$ cat config.mk
export PLATFORM = sky130hd
export DESIGN_NAME = usr_sequencer
export DESIGN_NICKNAME = d
export VERILOG_FILES = /design/src/rtl/usr_pkg.sv /design/src/rtl/usr_core.sv /design/src/rtl/usr_sequencer.sv
export SDC_FILE = /design/constraint.sdc
export NUM_CORES = 1
export LEC_CHECK = 0
export ABC_AREA = 1
export BUFFER_PORTS_ARGS = -buffer_cell sky130_fd_sc_hd__buf_2
export CAP_MARGIN = 5
export CORE_AREA = 10 10 63 65
export CTS_CLUSTER_DIAMETER = 40
export DETAILED_ROUTE_END_ITERATION = 12
export DIE_AREA = 0 0 73 75
export PLACE_DENSITY_LB_ADDON = 0.1
export SLEW_MARGIN = 20
export SYNTH_ARGS = -nofsm -noshare
export SYNTH_HDL_FRONTEND = slang
export SYNTH_SLANG_ARGS = --single-unit
$ cat constraint.sdc
create_clock -name clk -period 1.9 [get_ports clk]
set_clock_uncertainty 0.2 [all_clocks]
set_input_delay 0.38 -clock clk [delete_from_list [all_inputs] [get_ports clk]]
set_output_delay 0.38 -clock clk [all_outputs]
set_load 0.02 [all_outputs]
$ cat src/rtl/usr_pkg.sv
`default_nettype none
// ============================================================================
// Module      : usr_pkg
// Description : Shared op/select encoding and controller state encoding for
//               the universal shift register sequencer.
// Revision    : 1.0 - initial release
// ============================================================================
package usr_pkg;

    typedef enum logic [1:0] {
        OP_HOLD = 2'b00,
        OP_SHR  = 2'b01,
        OP_SHL  = 2'b10,
        OP_LOAD = 2'b11
    } op_e;

    typedef logic [1:0] state_t;

    localparam state_t C_ST_IDLE = 2'd0;
    localparam state_t C_ST_RUN  = 2'd1;
    localparam state_t C_ST_DONE = 2'd2;

endpackage
`default_nettype wire

$ cat src/rtl/usr_core.sv
`default_nettype none
// ============================================================================
// Module      : usr_core
// Description : WIDTH-bit universal shift register (hold / shift right /
//               shift left / parallel load).
// Revision    : 1.0 - initial release
// ============================================================================
module usr_core
    import usr_pkg::*;
#(
    parameter int WIDTH = 4
) (
    input  logic             clk,
    input  logic             rst,
    input  op_e              sel,
    input  logic [WIDTH-1:0] par_in,
    input  logic             msb_in,
    input  logic             lsb_in,
    output logic [WIDTH-1:0] q
);

    always_ff @(posedge clk) begin
        if (rst) begin
            q <= '0;
        end else begin
            case (sel)
                OP_HOLD: q <= q;
                OP_SHR:  q <= {msb_in, q[WIDTH-1:1]};
                OP_SHL:  q <= {q[WIDTH-2:0], lsb_in};
                OP_LOAD: q <= par_in;
                default: q <= q;
            endcase
        end
    end

endmodule
`default_nettype wire

$ cat src/rtl/usr_sequencer.sv
`default_nettype none
// ============================================================================
// Module      : usr_sequencer
// Description : Command-driven controller that runs hold/shift/rotate/load
//               jobs on an internal universal shift register.
// Revision    : 1.0 - initial release
// ============================================================================
module usr_sequencer
    import usr_pkg::*;
#(
    parameter int WIDTH = 4,
    parameter int CNT_W = 3
) (
    input  logic             clk,
    input  logic             rst,
    input  logic             cmd_valid,
    output logic             cmd_ready,
    input  logic [1:0]       cmd_op,
    input  logic [CNT_W-1:0] cmd_cnt,
    input  logic [WIDTH-1:0] cmd_data,
    input  logic             cmd_fill,
    input  logic             cmd_rot,
    output logic             busy,
    output logic             ser_out,
    output logic             ser_valid,
    output logic             done,
    output logic [WIDTH-1:0] data_out
);

    state_t           r_state;
    op_e              r_op;
    logic [CNT_W-1:0] r_cnt;
    logic [WIDTH-1:0] r_data;
    logic             r_fill;
    logic             r_rot;

    op_e              w_sel;
    logic             w_msb_in;
    logic             w_lsb_in;
    logic             w_in_run;
    logic             w_ser;

    always_ff @(posedge clk) begin
        if (rst) begin
            r_state <= C_ST_IDLE;
            r_op    <= OP_HOLD;
            r_cnt   <= '0;
            r_data  <= '0;
            r_fill  <= 1'b0;
            r_rot   <= 1'b0;
        end else begin
            case (r_state)
                C_ST_IDLE: begin
                    if (cmd_valid) begin
                        r_op   <= op_e'(cmd_op);
                        r_cnt  <= cmd_cnt;
                        r_data <= cmd_data;
                        r_fill <= cmd_fill;
                        r_rot  <= cmd_rot;
                        // Zero-length hold/shift completes without touching the register
                        if (op_e'(cmd_op) == OP_LOAD || cmd_cnt != '0)
                            r_state <= C_ST_RUN;
                        else
                            r_state <= C_ST_DONE;
                    end
                end
                C_ST_RUN: begin
                    if (r_op == OP_LOAD || r_cnt == CNT_W'(1))
                        r_state <= C_ST_DONE;
                    else
                        r_cnt <= r_cnt - CNT_W'(1);
                end
                C_ST_DONE: r_state <= C_ST_IDLE;
                default:   r_state <= C_ST_IDLE;
            endcase
        end
    end

    assign w_in_run = (r_state == C_ST_RUN);
    assign w_sel    = w_in_run ? r_op : OP_HOLD;
    // Rotation feeds the outgoing bit back into the vacated end
    assign w_msb_in = r_rot ? data_out[0]       : r_fill;
    assign w_lsb_in = r_rot ? data_out[WIDTH-1] : r_fill;

    always_comb begin
        w_ser = 1'b0;
        if (w_in_run) begin
            if (r_op == OP_SHR)
                w_ser = data_out[0];
            else if (r_op == OP_SHL)
                w_ser = data_out[WIDTH-1];
        end
    end

    assign cmd_ready = (r_state == C_ST_IDLE);
    assign busy      = (r_state != C_ST_IDLE);
    assign done      = (r_state == C_ST_DONE);
    assign ser_valid = w_in_run && (r_op == OP_SHR || r_op == OP_SHL);
    assign ser_out   = w_ser;

    usr_core #(
        .WIDTH (WIDTH)
    ) u_core (
        .clk    (clk),
        .rst    (rst),
        .sel    (w_sel),
        .par_in (r_data),
        .msb_in (w_msb_in),
        .lsb_in (w_lsb_in),
        .q      (data_out)
    );

endmodule
`default_nettype wire

# ---- Yosys cells after proc, flatten, opt, wreduce, memory -nomap -nowiden
# Cells that the tools add are included.
dict set report word_totals {
  output_inout_bits 9
  regBits 17
  inputBits 14
  elab_cells 47
}
dict set report op_classes {
  n_eq_ne 13
  reduce_logical 12
  addsub 1
  n_mux 14
}
# op n
set op_table {}
lappend op_table {{$eq 2x2->1 const B} 6}
lappend op_table {{$pmux 4 s3} 1}
lappend op_table {{$mux 2} 4}
lappend op_table {{$eq 2x1->1 const B} 3}
lappend op_table {{$mux 3} 2}
lappend op_table {{$pmux 3 s2} 1}
lappend op_table {{$mux 1} 5}
lappend op_table {{$logic_not 2->1} 2}
lappend op_table {{$ne 2x2->1 const B} 2}
lappend op_table {{$pmux 2 s2} 1}
lappend op_table {{$reduce_and 2->1} 2}
lappend op_table {{$reduce_bool 2->1} 2}
lappend op_table {{$eq 3x1->1 const B} 1}
lappend op_table {{$logic_or 1x1->1} 3}
lappend op_table {{$reduce_and 3->1} 1}
lappend op_table {{$reduce_bool 3->1} 1}
lappend op_table {{$sub 3x1->3 const B} 1}
lappend op_table {{$ne 2x1->1 const B} 1}
lappend op_table {{$logic_and 1x1->1} 1}

# ---- Logic depth before layout (Yosys ltp)
dict set report depth {
  ltp_word 5
  ltp_mapped 8
  mapped_depth_nobuf 8
}

# ---- Cells and area by module
# A second synthesis with hierarchy kept.
dict set report unflattened {
  hier_cells 146
  hier_area_um2 962.2
}
# mod seq_area_each_um2 cells_per_inst area_per_inst_um2 instances
set by_module_without_submodules {}
lappend by_module_without_submodules {usr_sequencer 260.2 106 723.2 1}
lappend by_module_without_submodules {usr_core 80.1 40 239.0 1}

# ---- Worst setup path before layout
# OpenSTA, ideal clock, no wires.
dict set report synth_timing {
  path_kind {reg2out}
  startpoint {reg r_op[1]}
  endpoint {out ser_out}
  required_ns 1.320
  slack_ns 0.192
  path_stages_with_launch 6
  path_buffers 0
  t_arrival_ns 1.128
  cell_sequence {dfxtp_1 > inv_1 > ha_1 > nor2_1 > a21oi_1 > nor2_1}
}
dict set report synth_via {
  elab_chain_cells 4
}
# element line_no
set synth_lines {}
lappend synth_lines {{start: declaration} usr_sequencer.sv:31} ;# op_e r_op;
lappend synth_lines {{start signal: assignment} usr_sequencer.sv:55} ;# r_op <= op_e'(cmd_op);
lappend synth_lines {{$eq 2x2->1} usr_sequencer.sv:90} ;# else if (r_op == OP_SHL)
lappend synth_lines {{$mux 1} usr_sequencer.sv:90}
lappend synth_lines {{$mux 1 (*)} usr_sequencer.sv:88} ;# if (r_op == OP_SHR)
lappend synth_lines {{$mux 1 (*)} usr_sequencer.sv:87} ;# if (w_in_run) begin
lappend synth_lines {{end: declaration} usr_sequencer.sv:24} ;# output logic ser_out,
# Mark *: on every way between the ends. The rest lies on a longest branch, timed or not.

# ---- Final worst setup path
dict set report layout_timing {
  startpoint {reg r_op[0]}
  endpoint {out ser_out}
}
# The elaborated chain is that of the path after synthesis.

==> summary.txt <==
Routing
  – Routed vias/inst: 4.44
  – Via Count: 897
  – WL/cell: 11.0 microns
  – Top Layer Used: met4
  – Drt drc: 0
  – Iter 0 DRT Violations: 37
  – Detailed Routing Iterations Pass 1: 4
  – Final wirelength: 2230 microns
  – Met2 Routed Length: 1010 microns
  – Met1 WL: 1090 microns
  – Routed Antenna Nets: 0
  – Metal3 WL: 114 microns

Die
  – Die area: 5480 sq um
  – Initial core utilization: 0.346
  – Row count: 19
  – Core area: 2710 sq um
  – Die width: 73 microns
  – Die H: 75 microns
  – Ports: 23

Yosys
  – Gate Count Post-Synth: 143
  – Synth area leader: dfxtp_1
  – Synth unique cells: 18
  – YS warnings: 0
  – Sequential share of the synthesized area: 0.363
  – Mapped Area: 937 sq um
  – Net Count, Synth: 162
  – FF+latch count, synth: 17
  – Area contributors post-synth: dfxtp_1, nand2_1, inv_1, nor2_1, o21ai_0
  – Mean area per synthesized cell: 6.55 sq um
  – Synth top area share: 0.363

Global routing
  – Antenna violations before repair: 0
  – First-pass GRT wire length: 3890 microns
  – Vias in the first global route: 892
  – Largest net degree at the start of global routing: 18
  – GRT Total Usage: 0.0877
  – Grt ovf: 0

STA
  – Period utilisation layout: 0.992
  – Max-Slew Margin vs Limit: 0.701
  – Hold slack: 0.137 ns
  – Final hold viol count: 0
  – Fmax: 0.530 GHz
  – Final Max Tran Viols: 0
  – Slew @ Worst Pin: 0.448 ns
  – Setup WS post-layout: 0.0146 ns
  – RSZ-0062 raised after global routing: yes
  – # setup viols final: 0
  – Final min period: 1.89 ns

Job
  – Max cap viols: 0

Pwr
  – VDD IR-drop max: 0.349 mV
  – Sw frac: 0.350
  – Power density cells: 776 nW/um^2
  – Sw Pwr: 316 uW
  – Sequential Power Share: 0.479
  – Clock power share: 0.224
  – Leakage: 0.000575 uW
  – Internal power: 587 uW
  – Gate power share: 0.297

Cells and area
  – Synth-to-Final Area Change: 24.2%
  – Layout fillers: 306
  – Nets: 191
  – Share of cells above drive strength 1: 0.257
  – Antenna diodes: 0

Clocking
  – Hold Buf Count CTS: 0
  – CTS clock-pin slew for the worst setup and hold paths: 0.11 ns
  – Clock buffer depth: 2
  – Clk root buf: clkbuf_4
  – H-tree Lvls: 1
  – TritonCTS Buffers: 3
  – Clock Latency Late Sink: 0.29 ns
  – Clk sinks: 17
  – CTS tree: done

Critical path
  – CP endpoint kind: primary output
  – CP Max Fanout: 4
  – Worst Path Class, Setup: reg -> out
  – Critical Path Source Type: flip-flop
  – R2R depth: 9
  – CP Data Required Time: 1.32 ns
  – Critical path arrival: 1.31 ns

Min path
  – Hold path cells: 3
  – Worst min path class: in -> reg

Placed design
  – Worst Setup Slack post-DPL: 0.223 ns
  – GPL Wtd Cong: 0.766
  – Post-DP HPWL: 1750 microns
  – Input/output buffers: 22

Status
  – Run status: completed
cells by family (layout without fill, tap and decap cells):
family / Yosys count / after routing / share of synthesized area
AND/OR/NAND/NOR: 67 / 67 / 0.302
flip-flops: 17 / 17 / 0.363
AO/OA/AOI/OAI: 26 / 26 / 0.140
buffers and inverters: 27 / 55 / 0.119
XOR/XNOR: 1 / 1 / 0.00935
adder cells (fa/ha/maj): 5 / 5 / 0.0668
power groups by stage:
| stage | combinational [uW] | clock (uW) | sequential [uW] |
|---|---|---|---|
| floorplan | 173 | 0 | 445 |
| detailed placement | 249 | 0 | 440 |
| finish | 268 | 202 | 433 |
| global route | 311 | 230 | 439 |
| CTS | 261 | 212 | 433 |
| global placement | 249 | 0 | 438 |
metal layers:
metal / vias up / track usage
li1: 507 / -
met1: 376 / 0.111
met2: 12 / 0.135
met3: 2 / 0.0263
met4: 0 / 0.0380
met5: - / 0
through the flow:
stage	total power, uW	cells	area (sq um)	setup TNS (ns)	utilization
2_1_floorplan	617	143	937	0	-
3_3_place_gp	687	195	1080	0	0.397
3_5_place_dp	688	195	1080	0	0.397
4_1_cts	906	201	1130	-0.0130	0.419
5_1_grt	981	202	1160	-0.0742	0.429
6_report	903	202	1160	0	0.429
state kept, by name, summed over array words and instances (netlist names):
signal	cells
r_op	2
r_rot	1
r_data	4
u_core.q	4
r_fill	1
r_cnt	3
r_state	2
synthesized netlist by cell type (all sizes together):
cell / instances
a31oi: 1
and2: 1
nor3: 2
xnor2: 1
nand3: 7
nor2: 24
clkbuf: 2
nand2: 31
dfxtp: 17
ha: 5
inv: 25
nand4: 2
o21ai: 15
a21oi: 10
cells in the final DEF, fill, tap and decap left out, types with 2 or more instances in the layout:
master,synthesis,routed
a21oi_1,10,9
buf_2,0,21
buf_4,0,4
clkbuf_4,0,3
dfxtp_1,17,14
dfxtp_4,0,2
ha_1,5,3
inv_1,24,21
inv_2,1,4
nand2_1,29,28
nand2_2,2,3
nand3_1,7,7
nand4_1,2,2
nor2_1,23,22
nor3_1,2,2
o21ai_0,15,15
worst max-delay path: stages (launching register included):
cell and delay [ns]:
dfxtp_4 0.37, inv_2 0.08, ha_4 0.13, nand2_2 0.05, nor2_2 0.12, a21oi_2 0.04
nor2_1 0.09, buf_4 0.15
cell type report:
| type | count | area (sq um) | share of cell area |
|---|---|---|---|
| well taps | 31 | 38.8 | 0.0333 |
| clock buffers | 4 | 26.3 | 0.0226 |
| flip-flops and latches | 17 | 349 | 0.300 |
| inverters | 25 | 93.8 | 0.0806 |
| repair buffers | 26 | 146 | 0.126 |
| multi-input cells | 99 | 509 | 0.438 |
path summary, 6_finish.rpt:
check	to	start	slack, ns
max reg2reg	r_cnt[1]	r_op[1]	0.29
max	ser_out	r_op[0]	0.01
min reg2reg	r_data[3]	r_data[3]	0.28
min	r_fill	cmd_fill	0.14
timing repair:
item	in CTS	in global routing
pin swaps	1	3
gates resized for setup	10	6
endpoints found under the hold margin	0	0
endpoints found under the setup margin	2	2
setup buffers	2	1
Power figures use the tool's default switching activity.
